[config.mk]
export PLATFORM = sky130hd
export DESIGN_NAME = pc_sequencer
export DESIGN_NICKNAME = d
export VERILOG_FILES = /design/src/rtl/pc_sequencer.sv
export SDC_FILE = /design/constraint.sdc
export NUM_CORES = 1
export LEC_CHECK = 0
export ABC_AREA = 1
export CAP_MARGIN = 5
export CORE_MARGIN = 2
export CORE_UTILIZATION = 53
export CTS_CLUSTER_SIZE = 8
export DETAILED_ROUTE_END_ITERATION = 16
export PLACE_DENSITY = 0.77
export SYNTH_ARGS = -nofsm -noshare
export SYNTH_HDL_FRONTEND = slang
export SYNTH_SLANG_ARGS = --single-unit
[constraint.sdc]
create_clock -name clk -period 2.5 [get_ports clk]
set_clock_uncertainty 0.15 [all_clocks]
set_input_delay 0.25 -clock clk [delete_from_list [all_inputs] [get_ports clk]]
set_output_delay 0.25 -clock clk [all_outputs]
set_load 0.02 [all_outputs]
[src/rtl/pc_sequencer.sv]
// Program counter sequencer with increment, absolute/relative jump and a
// bounded LIFO return stack for CALL/RET. All outputs come from registers.
module pc_sequencer #(
  parameter int WIDTH       = 5,
  parameter int STACK_DEPTH = 4,
  parameter int RESET_VAL   = 0,
  localparam int SPW        = $clog2(STACK_DEPTH + 1)
) (
  input  logic             clk,
  input  logic             rst_,
  input  logic             en,
  input  logic [2:0]       op,
  input  logic [WIDTH-1:0] data,
  output logic [WIDTH-1:0] pc,
  output logic [SPW-1:0]   sp,
  output logic             stk_full,
  output logic             stk_empty,
  output logic             err,
  output logic             wrap
);

  localparam int IW = (STACK_DEPTH > 1) ? $clog2(STACK_DEPTH) : 1;

  typedef enum logic [2:0] {
    OP_HOLD   = 3'b000,
    OP_INC    = 3'b001,
    OP_LOAD   = 3'b010,
    OP_REL    = 3'b011,
    OP_CALL   = 3'b100,
    OP_RET    = 3'b101,
    OP_CLRERR = 3'b110,
    OP_RSVD   = 3'b111
  } op_e;

  logic [STACK_DEPTH-1:0][WIDTH-1:0] stack;
  logic [WIDTH-1:0] pc_nxt, pc_inc;
  logic [SPW-1:0]   sp_nxt, sp_m1;
  logic [IW-1:0]    wr_idx, rd_idx;
  logic             err_nxt, wrap_nxt, push;

  assign stk_full  = (sp == SPW'(STACK_DEPTH));
  assign stk_empty = (sp == '0);
  assign pc_inc    = pc + WIDTH'(1);
  assign sp_m1     = sp - SPW'(1);
  assign wr_idx    = sp[IW-1:0];
  assign rd_idx    = sp_m1[IW-1:0];

  always_comb begin
    pc_nxt   = pc;
    sp_nxt   = sp;
    err_nxt  = err;
    wrap_nxt = 1'b0;
    push     = 1'b0;
    if (en) begin
      case (op_e'(op))
        OP_INC: begin
          pc_nxt   = pc_inc;
          wrap_nxt = &pc;
        end
        OP_LOAD: pc_nxt = data;
        // Same-width add gives the sign-extended, truncated result directly.
        OP_REL:  pc_nxt = pc + data;
        OP_CALL: begin
          if (!stk_full) begin
            push   = 1'b1;
            sp_nxt = sp + SPW'(1);
            pc_nxt = data;
          end else begin
            err_nxt = 1'b1;
          end
        end
        OP_RET: begin
          if (!stk_empty) begin
            pc_nxt = stack[rd_idx];
            sp_nxt = sp_m1;
          end else begin
            err_nxt = 1'b1;
          end
        end
        OP_CLRERR: err_nxt = 1'b0;
        default: ;
      endcase
    end
  end

  always_ff @(posedge clk or negedge rst_) begin
    if (!rst_) begin
      pc   <= WIDTH'(RESET_VAL);
      sp   <= '0;
      err  <= 1'b0;
      wrap <= 1'b0;
    end else begin
      pc   <= pc_nxt;
      sp   <= sp_nxt;
      err  <= err_nxt;
      wrap <= wrap_nxt;
    end
  end

  // Stack body needs no reset: sp=0 makes every entry unreachable.
  always_ff @(posedge clk) begin
    if (push) stack[wr_idx] <= pc_inc;
  end

endmodule

## Yosys cells after proc, flatten, opt, wreduce, memory -nomap -nowiden

Cells that the tools add are included.

- Input port bits: 11
- Logic and storage cells: 54
- Register bits after elaboration: 30
- Output and inout bits: 12

- Muxes and demuxes: 19
- Order comparisons: 3
- Reductions and logical operators: 9
- Eq/ne operators: 11
- Add/sub/neg operators: 4

Operator list:

| cell | count |
|---|---|
| $pmux W5 S5 | 1 |
| $bwmux W20 | 1 |
| $mux W5 | 4 |
| $eq A3 B3 Y1 const B | 4 |
| $reduce_and A4 Y1 | 3 |
| $bmux W5 S2 | 1 |
| $demux W5 S2 | 1 |
| $ne A2 B2 Y1 const B | 4 |
| $mux W1 | 7 |
| $eq A3 B2 Y1 const B | 2 |
| $lt A2 B3 Y1 const B | 2 |
| $mux W3 | 2 |
| $pmux W3 S2 | 1 |
| $add A5 B1 Y5 const B | 1 |
| $add A5 B5 Y5 | 1 |
| $reduce_and A5 Y1 | 1 |
| $reduce_bool A5 Y1 | 1 |
| $add A3 B1 Y3 const B | 1 |
| $eq A3 B1 Y1 const B | 1 |
| $logic_not A3 Y1 | 1 |
| $pmux W1 S3 | 1 |
| $reduce_bool A3 Y1 | 1 |
| $sub A3 B1 Y3 const B | 1 |
| $ge A2 B1 Y1 const B | 1 |
| 2 further kinds | 2 |

## Longest topological paths before layout

Gate-level depths: netlist of run 1.

- Depth in word-level cells: 5
- Mapped depth: 10
- Gate-level depth less buffers: 10

## Worst setup path before layout of run 1

Ideal clock, no wire load.

- Path type: reg2reg
- From: register sp[0]
- To: register stack[0] in the netlist's numbering (enable)
- Data arrival time: 1611 ps
- Stages on the path, launching flop included: 6
- Path slack: 400 ps
- Period minus slack after synthesis: 2100 ps
- Path buffers: 0
- Data required time: 2010 ps
- Library setup time: 340 ps
- Cells stage by stage: dfrtp_1 > clkinv_1 > ha_1 > nand2_2 > nand4_1 > nor2_1

- Cells in the longest elaborated chain, start to end: 4

RTL lines:

| item | line | source |
|---|---|---|
| start: declaration | 15 | `output logic [SPW-1:0] sp,` |
| start signal: assignment | 94 | `sp <= sp_nxt;` |
| $eq A3 B3 Y1 | 41 | `assign stk_full = (sp == SPW'(STACK_DEPTH));` |
| $mux W1 | 64 | `if (!stk_full) begin` |
| $mux W1 | 55 | `case (op_e'(op))` |
| $mux W1 | 54 | `if (en) begin` |
| end signal: indexed assignment | 102 | `if (push) stack[wr_idx] <= pc_inc;` |
| end: declaration | 35 | `logic [STACK_DEPTH-1:0][WIDTH-1:0] stack;` |

No other way between the ends.
A chain may end at the register's enable or synchronous reset.

## Worst setup path after layout of run 1

- From: register sp[1]
- To: output stk_full

- Cells in the longest elaborated chain, start to end: 1

RTL lines:

| item | line | source |
|---|---|---|
| $eq A3 B3 Y1 | 41 |  |
| end: declaration | 16 | `output logic stk_full,` |

No other way between the ends.

==> results of run 1 <==
## flip-flops by register name, indices dropped and copies added, names as in the netlist
signal  cells
err         1
pc          5
sp          3
stack      20
wrap        1
## synthesized netlist by cell type (2+ instances only)
cell | count | area, um2
sky130_fd_sc_hd__nand2_1 | 67 | 251
sky130_fd_sc_hd__inv_1 | 32 | 120
sky130_fd_sc_hd__nor2_1 | 30 | 113
sky130_fd_sc_hd__edfxtp_1 | 20 | 601
sky130_fd_sc_hd__nand3_1 | 20 | 100
sky130_fd_sc_hd__ha_1 | 12 | 150
sky130_fd_sc_hd__dfrtp_1 | 10 | 250
sky130_fd_sc_hd__o21ai_0 | 8 | 40.0
sky130_fd_sc_hd__a21oi_1 | 6 | 30.0
sky130_fd_sc_hd__xor2_1 | 4 | 35.0
sky130_fd_sc_hd__nand2_2 | 3 | 18.8
sky130_fd_sc_hd__inv_2 | 2 | 7.51
sky130_fd_sc_hd__nand4_1 | 2 | 12.5
sky130_fd_sc_hd__nor2_4 | 2 | 22.5
sky130_fd_sc_hd__o21ai_2 | 2 | 17.5
## logic make-up (layout without fill, tap and decap cells)
family	count (synthesis)	in the layout	synth area share
buffers and inverters	36	68	0.0743
adders and majority gates	13	13	0.0910
DFF	30	30	0.455
xor gates and xnor gates	6	6	0.0321
and+or+nand+nor	128	128	0.301
AOI/OAI and AO/OA	16	16	0.0468
## worst max path at each step
stage | slack, ps | startpoint | to
2_1_floorplan | 400 | sp[0] | stack[0]
3_3_place_gp | 380 | op[1] | pc[0]
3_5_place_dp | 320 | op[1] | pc[1]
4_1_cts | 190 | sp[1] | stk_full
5_1_grt | 110 | sp[1] | stk_full
6_report | 220 | sp[1] | stk_full
## power groups by stage
| stage | Sequential (uW) | Combinational [uW] | Clock (uW) |
|---|---|---|---|
| global route | 754 | 1280 | 331 |
| floorplan | 814 | 680 | 0 |
| detailed placement | 747 | 1140 | 0 |
| CTS | 738 | 1140 | 312 |
| global placement | 746 | 1110 | 0 |
| finish | 738 | 1140 | 305 |
## layer usage
layer,track usage,vias up
met2,0.321,37
met5,0,-
li1,-,789
met3,0.0429,4
met1,0.274,646
met4,0.0951,0
## layout make-up
| type | instances | area share |
|---|---|---|
| inverters | 35 | 0.0590 |
| clock inverters | 2 | 0.00562 |
| flip-flops and latches | 30 | 0.382 |
| repair buffers | 25 | 0.108 |
| well taps | 46 | 0.0259 |
| clock buffers | 6 | 0.0230 |
| multi-input cells | 163 | 0.396 |
## critical path, cell delays in order, from the launching register on
cell	delay [ps]
sky130_fd_sc_hd__dfrtp_1	420
sky130_fd_sc_hd__inv_1	150
sky130_fd_sc_hd__ha_1	210
sky130_fd_sc_hd__nand2_2	80
sky130_fd_sc_hd__inv_1	90
sky130_fd_sc_hd__clkdlybuf4s50_1	600
## metrics by stage
step,cells,setup WS [ps],total power (uW)
after floorplan,229,400,1490
after global placement,299,376,1860
after detailed placement,299,315,1890
after CTS,307,190,2190
after global routing,307,109,2360
final,307,223,2180
## what timing repair did
| action | in CTS | in global routing |
|---|---|---|
| resized for setup | 1 | 0 |
| hold buffers | 0 | 0 |
| endpoints found under the setup margin | 1 | 0 |
| hold endpoints to repair | 0 | 0 |
==> impl_metrics.py, run 1 <==
metrics = {
    "outcome": {
        "status": "completed",
    },
    "synth": {
        "syn-instance-count": 229,
        "postSynth.asyncResetShare": 0.333,
        "post_synth_num_cell_types": 24,
        "syn_nets": 253,
        "synth.yosys.warnings": 0,
        "synth_enable_flop_cells": 20,
        "dominantRegCellSynth": "sky130_fd_sc_hd__edfxtp_1",
        "synth.cell_area_mm2": 0.00187,
        "avgSynthCellArea_um2": 8.17,
        "synth.yosys.seq_area_share": 0.455,
        "synth.ff_latch_count": 30,
    },
    "worst_setup_path": {
        "path_type_of_the_worst_setup_path": "reg2out",
        "ff2ff_path_depth": 5,
        "worst_ep_required_time_ps": 2100,
        "timing.critical_path.fanout_max": 4,
        "worst_r2r_endpoint": "stack[5]",
        "crit_path_end_kind": "primary output",
        "reg2reg_slack_ps": 550,
        "origin_of_the_critical_flop_to_flop_path": "sp[1]",
        "critical_path_arrival_ps": 1880,
        "startpoint_type": "flip-flop",
    },
    "floorplanning": {
        "num_io_pins": 23,
        "initial_utilization": 0.556,
        "rows": 21,
        "fp.dieW_um": 63.4,
        "die_area_mm2": 0.00402,
        "die_h_um": 63.4,
        "design.core.area_mm2": 0.00336,
    },
    "drt": {
        "route.met2.wl_um": 1680,
        "route.final.wire_length_um": 3620,
        "drt_first_pass_iters": 4,
        "dr_wl_met3_um": 152,
        "route.top_layer_used": "met4",
        "drcViolationCount": 0,
        "drt-wirelength-per-cell_um": 11.8,
        "routed-via-count": 1476,
        "avgViaCountPerCell": 4.81,
        "final_antenna_net_count": 0,
        "1st_iter_drt_viols": 84,
        "drt-met1-wl_um": 1720,
    },
    "clocking": {
        "numCtsBuffers": 5,
        "cts_max_path_buffers": 2,
        "cts_root_buf": "sky130_fd_sc_hd__clkbuf_4",
        "cts.htree.levels": 2,
        "cts_tree": "done",
        "worst_skew_pair.late_latency_ps": 330,
        "tritoncts_num_sinks": 30,
        "cts.reportedPaths.clkPinSlew_ps": 100,
        "post-cts-setup-buffers": 0,
    },
    "pwr": {
        "pwr-share-comb": 0.522,
        "power.density_mw_per_mm2": 979,
        "p_seq_frac": 0.338,
        "irDropWorstVdd_uv": 476,
        "p_clk_frac": 0.140,
        "power_switching_share": 0.437,
        "net-switching-power_uw": 952,
        "cellLeakagePower_uw": 0.00107,
        "internal_power_uw": 1230,
    },
    "flow_run": {
        "drv_cap": 0,
    },
    "sta": {
        "slew_headroom": 0.675,
        "tightest_slew_ps": 486,
        "setup-violations-final": 0,
        "whs_ps": 85.9,
        "fmaxAchievable_ghz": 0.439,
        "timing.final.max_slew_violations": 0,
        "period_needed_ps": 2280,
        "grt_setup_unrepaired": "no",
        "final_hold_viols": 0,
        "setup_tns_ps": 0,
        "period_share": 0.911,
    },
    "place": {
        "buffers_on_ports": 22,
        "dp_hpwl_um": 2750,
        "gp_congestion": 0.807,
        "post_dp_cell_area_mm2": 0.00216,
    },
    "hold_path": {
        "worstHoldPathType": "in2async",
    },
    "final_layout": {
        "flow.area_growth_from_synthesis_pct": 19.0,
        "final_net_count": 284,
        "register_area_um2": 851,
        "layout_commonest_cell": "sky130_fd_sc_hd__nand2_1",
        "nFillCells": 304,
        "final_cell_mix": "sky130_fd_sc_hd__nand2_1, sky130_fd_sc_hd__inv_1, sky130_fd_sc_hd__nor2_1, sky130_fd_sc_hd__clkdlybuf4s50_1",
        "fin_area_mm2": 0.00223,
        "post_route_cells_drive_above_1_share": 0.0958,
        "core_occupancy_in_the_finished_layout": 0.662,
        "multi_input_comb_area_um2": 881,
        "antennaDiodeCount": 0,
    },
    "grt": {
        "grt_start_max_net_pins": 16,
        "first_global_vias": 1346,
        "grt.overflow.total": 0,
        "grt_first_pass_wirelength_um": 6220,
        "globalRouteTotalUtil": 0.205,
        "initial_antenna_violation_count": 0,
    },
}
Power figures use the tool's default switching activity.
==> run 2, diff against run 1 <==
CORE_UTILIZATION = 55   (was 53)
PLACE_DENSITY = 0.79   (was 0.77)
==> impl_metrics.py, run 2 (same netlist as run 1, synthesis figures left out) <==
metrics = {
    "drt": {
        "drcViolationCount": 0,
        "route.final.wire_length_um": 3740,
        "avgViaCountPerCell": 4.96,
        "final_antenna_net_count": 0,
        "routed-via-count": 1519,
        "drt-wirelength-per-cell_um": 12.2,
        "1st_iter_drt_viols": 61,
        "drt_first_pass_iters": 4,
    },
    "worst_setup_path": {
        "origin_of_the_critical_flop_to_flop_path": "sp[1]",
        "cp_slowest_cell": "sky130_fd_sc_hd__clkdlybuf4s50_1",
        "reg2reg_slack_ps": 490,
        "crit_path_end_kind": "primary output",
        "ff2ff_path_depth": 5,
        "cpPeakStageDelay_ps": 610,
        "cell_by_cell_trace_of_the_critical_path": "inv_1 > ha_1 > nand2_2 > inv_1 > clkdlybuf4s50_1",
        "path_type_of_the_worst_setup_path": "reg2out",
        "startpoint_type": "flip-flop",
        "worst_r2r_endpoint": "stack[16]",
        "cpMostUsedCell": "sky130_fd_sc_hd__inv_1",
        "worst_ep_required_time_ps": 2100,
        "timing.critical_path.fanout_max": 4,
        "critical_path_arrival_ps": 1900,
    },
    "clocking": {
        "cts.reportedPaths.clkPinSlew_ps": 100,
        "cts_tree": "done",
        "worst_skew_pair.late_latency_ps": 320,
        "cts_max_path_buffers": 2,
        "post-cts-setup-buffers": 0,
        "cts_root_buf": "sky130_fd_sc_hd__clkbuf_4",
        "tritoncts_num_sinks": 30,
        "numCtsBuffers": 5,
        "cts.htree.levels": 2,
    },
    "sta": {
        "period_share": 0.919,
        "fmaxAchievable_ghz": 0.435,
        "setup_tns_ps": 0,
        "slew_headroom": 0.658,
        "whs_ps": 104,
        "setup-violations-final": 0,
        "timing.final.max_slew_violations": 0,
        "final_hold_viols": 0,
        "period_needed_ps": 2300,
        "grt_setup_unrepaired": "no",
        "tightest_slew_ps": 512,
    },
    "grt": {
        "grt_first_pass_wirelength_um": 6400,
        "grt_start_max_net_pins": 16,
        "grt_use_met3": 0.0435,
        "grt_busiest_layer": "met2",
        "initial_antenna_violation_count": 0,
        "met1_usage": 0.281,
        "gr-usage-met2": 0.356,
        "globalRouteTotalUtil": 0.214,
        "grt.overflow.total": 0,
        "first_global_vias": 1385,
    },
    "pwr": {
        "irDropWorstVdd_uv": 467,
        "p_seq_frac": 0.344,
        "power_switching_share": 0.440,
        "internal_power_uw": 1200,
        "pwr-share-comb": 0.527,
        "cellLeakagePower_uw": 0.00107,
        "p_clk_frac": 0.129,
        "power.density_mw_per_mm2": 973,
        "net-switching-power_uw": 948,
    },
    "place": {
        "dp_hpwl_um": 2790,
        "gp_congestion": 0.863,
        "buffers_on_ports": 22,
    },
    "final_layout": {
        "layout_commonest_cell": "sky130_fd_sc_hd__nand2_1",
        "flow.area_growth_from_synthesis_pct": 18.3,
        "nFillCells": 298,
        "core_occupancy_in_the_finished_layout": 0.668,
        "final_cell_mix": "sky130_fd_sc_hd__nand2_1, sky130_fd_sc_hd__inv_1, sky130_fd_sc_hd__nor2_1, sky130_fd_sc_hd__clkdlybuf4s50_1",
        "largest-register": "stack",
        "reg_top3": "stack: 20 flops, pc: 5 flops, sp: 3 flops",
        "final_net_count": 283,
        "largest_register_ffs": 20,
        "antennaDiodeCount": 0,
        "post_route_cells_drive_above_1_share": 0.0885,
    },
    "outcome": {
        "status": "completed",
    },
    "hold_path": {
        "worstHoldPathType": "in2async",
    },
    "floorplanning": {
        "rows": 21,
        "die_h_um": 62.3,
        "initial_utilization": 0.565,
        "design.core.area_mm2": 0.00331,
        "die_area_mm2": 0.00388,
        "num_io_pins": 23,
        "fp.dieW_um": 62.3,
    },
    "flow_run": {
        "drv_cap": 0,
    },
}
[run 2: worst max path at each step]
stage,end,slack (ps),start
CTS,stk_empty,3,sp[1]
floorplan,stack[0],400,sp[0]
global route,stk_full,100,sp[1]
finish,stk_full,200,sp[1]
global placement,pc[0],320,op[1]
detailed placement,pc[0],320,op[1]
[run 2: power by group through the flow]
stage               Combinational [uW]  Clock (uW)  Sequential, uW
floorplan                          680           0             814
global placement                  1110           0             747
detailed placement                1140           0             752
CTS                               1150         286             742
global route                      1280         301             756
finish                            1130         277             741
[run 2: worst max-delay path: cells and delay by family, from the launching register on]
| kind | cells | cell delay (ps) |
|---|---|---|
| fa+ha+maj | 1 | 210 |
| buf+inv | 3 | 860 |
| flops | 1 | 430 |
| simple gates | 1 | 80 |
[run 2: stage by stage]
step                      total power [uW]  instance area (um2)  instances  setup WS (ps)
final                                 2150                 2210        306            202
after global routing                  2340                 2210        306            101
after CTS                             2170                 2210        306           2.93
after detailed placement              1890                 2160        298            318
after global placement                1860                 2160        298            321
after floorplan                       1490                 1870        229            400
[run 2: final cells by class]
| cell class | instances | area, um2 | share of cell area |
|---|---|---|---|
| Clock buffer | 5 | 37.5 | 0.0170 |
| Multi-Input combinational cell | 163 | 881 | 0.398 |
| Tap cell | 46 | 57.6 | 0.0260 |
| Clock inverter | 3 | 16.3 | 0.00735 |
| Timing Repair Buffer | 24 | 238 | 0.107 |
| Sequential cell | 30 | 851 | 0.385 |
| Inverter | 35 | 131 | 0.0594 |
[run 2: timing repair]
action | CTS | global route
hold buffers | 0 | 0
resized for setup | 0 | 1
setup endpoints to repair | 0 | 1
[run 2: per-layer routing]
layer / wire, um / vias up
met5: 0 / -
met4: 27 / 0
met3: 137 / 2
met2: 1820 / 29
met1: 1750 / 698
li1: - / 790
==> run 3, diff against run 2 <==
SETUP_SLACK_MARGIN = 0.02   (was default)
==> impl_metrics.py, run 3 (same netlist as run 1, synthesis figures left out) <==
metrics = {
    "floorplanning": {
        "die_area_mm2": 0.00388,
        "num_io_pins": 23,
        "rows": 21,
        "design.core.area_mm2": 0.00331,
        "die_h_um": 62.3,
        "fp.dieW_um": 62.3,
        "initial_utilization": 0.565,
    },
    "worst_setup_path": {
        "worst_ep_required_time_ps": 2100,
        "timing.critical_path.fanout_max": 4,
        "path_type_of_the_worst_setup_path": "reg2out",
        "critical_path_arrival_ps": 1900,
        "crit_path_end_kind": "primary output",
        "startpoint_type": "flip-flop",
    },
    "drt": {
        "drt-wirelength-per-cell_um": 12.2,
        "routed-via-count": 1518,
        "drt_first_pass_iters": 4,
        "route.final.wire_length_um": 3740,
        "1st_iter_drt_viols": 74,
        "final_antenna_net_count": 0,
        "drcViolationCount": 0,
        "avgViaCountPerCell": 4.96,
    },
    "sta": {
        "fmaxAchievable_ghz": 0.435,
        "final_hold_viols": 0,
        "setup-violations-final": 0,
        "setup_tns_ps": 0,
        "tightest_slew_ps": 512,
        "period_needed_ps": 2300,
        "period_share": 0.919,
        "timing.final.max_slew_violations": 0,
        "slew_headroom": 0.658,
        "grt_setup_unrepaired": "no",
    },
    "final_layout": {
        "post_route_cells_drive_above_1_share": 0.0885,
        "largest-register": "stack",
        "largest_register_ffs": 20,
        "core_occupancy_in_the_finished_layout": 0.667,
        "flow.area_growth_from_synthesis_pct": 18.1,
        "antennaDiodeCount": 0,
        "final_net_count": 283,
        "final_cell_count_no_fill": 306,
        "register_area_um2": 851,
        "nFillCells": 300,
        "final_cell_mix": "sky130_fd_sc_hd__nand2_1, sky130_fd_sc_hd__inv_1, sky130_fd_sc_hd__nor2_1, sky130_fd_sc_hd__clkdlybuf4s50_1",
        "layout_commonest_cell": "sky130_fd_sc_hd__nand2_1",
        "reg_top3": "stack: 20 flops, pc: 5 flops, sp: 3 flops",
        "multi_input_comb_area_um2": 881,
    },
    "place": {
        "buffers_on_ports": 22,
        "dp_hpwl_um": 2790,
        "gp_congestion": 0.863,
        "post-place-cells": 298,
    },
    "pwr": {
        "irDropWorstVdd_uv": 453,
        "power.density_mw_per_mm2": 972,
        "cellLeakagePower_uw": 0.00106,
    },
    "grt": {
        "grt_first_pass_wirelength_um": 6410,
        "grt.overflow.total": 0,
        "globalRouteTotalUtil": 0.215,
        "grt_start_max_net_pins": 16,
        "initial_antenna_violation_count": 0,
        "first_global_vias": 1391,
    },
    "hold_path": {
        "worstHoldPathType": "in2async",
    },
    "clocking": {
        "worst_skew_pair.late_latency_ps": 320,
        "cts_tree": "done",
        "cts_max_path_buffers": 2,
        "post-cts-setup-buffers": 0,
        "cts_root_buf": "sky130_fd_sc_hd__clkbuf_4",
        "cts.htree.levels": 2,
        "tritoncts_num_sinks": 30,
        "numCtsBuffers": 5,
        "cts.reportedPaths.clkPinSlew_ps": 100,
    },
    "outcome": {
        "status": "completed",
    },
    "flow_run": {
        "drv_cap": 0,
    },
}
==> run 3: stage by stage <==
step | setup slack, ps | cell area, um2 | hold WS (ps) | power [uW]
6_report | 203 | 2210 | 104 | 2150
5_1_grt | 101 | 2210 | 117 | 2330
4_1_cts | 192 | 2210 | 106 | 2170
3_5_place_dp | 318 | 2160 | 309 | 1890
3_3_place_gp | 321 | 2160 | 304 | 1860
2_1_floorplan | 400 | 1870 | -196 | 1490
==> run 3: routing by layer <==
layer,GRT usage,vias to the layer above,share of wire
met1,0.281,693,0.46
met5,0,-,0
met4,0.0750,0,0.0072
met2,0.357,33,0.49
li1,-,790,-
met3,0.0435,2,0.040
==> run 3: critical path, stage by stage (launching register included) <==
cell	delay (ps)
sky130_fd_sc_hd__dfrtp_1	430
sky130_fd_sc_hd__inv_1	140
sky130_fd_sc_hd__ha_1	210
sky130_fd_sc_hd__nand2_2	80
sky130_fd_sc_hd__inv_1	100
sky130_fd_sc_hd__clkdlybuf4s50_1	610
==> run 3: cell type report <==
cell class | instances | share of cell area
well taps | 46 | 0.0261
clock buffers | 5 | 0.0170
repair buffers | 24 | 0.106
multi-input cells | 163 | 0.399
flip-flops and latches | 30 | 0.385
clock inverters | 3 | 0.00737
inverters | 35 | 0.0595
==> run 3: path summary, 6_finish.rpt <==
| path | from | endpoint | slack [ps] | cells past startpoint |
|---|---|---|---|---|
| min | rst_ | sp[2] | 100 | 1 |
| max in group asynchronous | rst_ | pc[2] | 1760 | 1 |
| max | sp[1] | stk_full | 200 | 5 |
| min reg2reg | err | err | 330 | 2 |
| max reg2reg | sp[1] | stack[16] | 500 | 5 |
| min in group clk | err | err | 330 | 2 |
==> run 3: timing repair <==
action / 4_1_cts / 5_1_grt
gates resized for setup: 1 / 0
endpoints found under the setup margin: 1 / 0
hold buffers: 0 / 0
==> run 3: power by group <==
part	internal, uW	total (uW)	leakage, uW	switching, uW
sequential	653	741	0.000307	87.6
clock	104	277	0.0000286	172
combinational	442	1130	0.000721	687
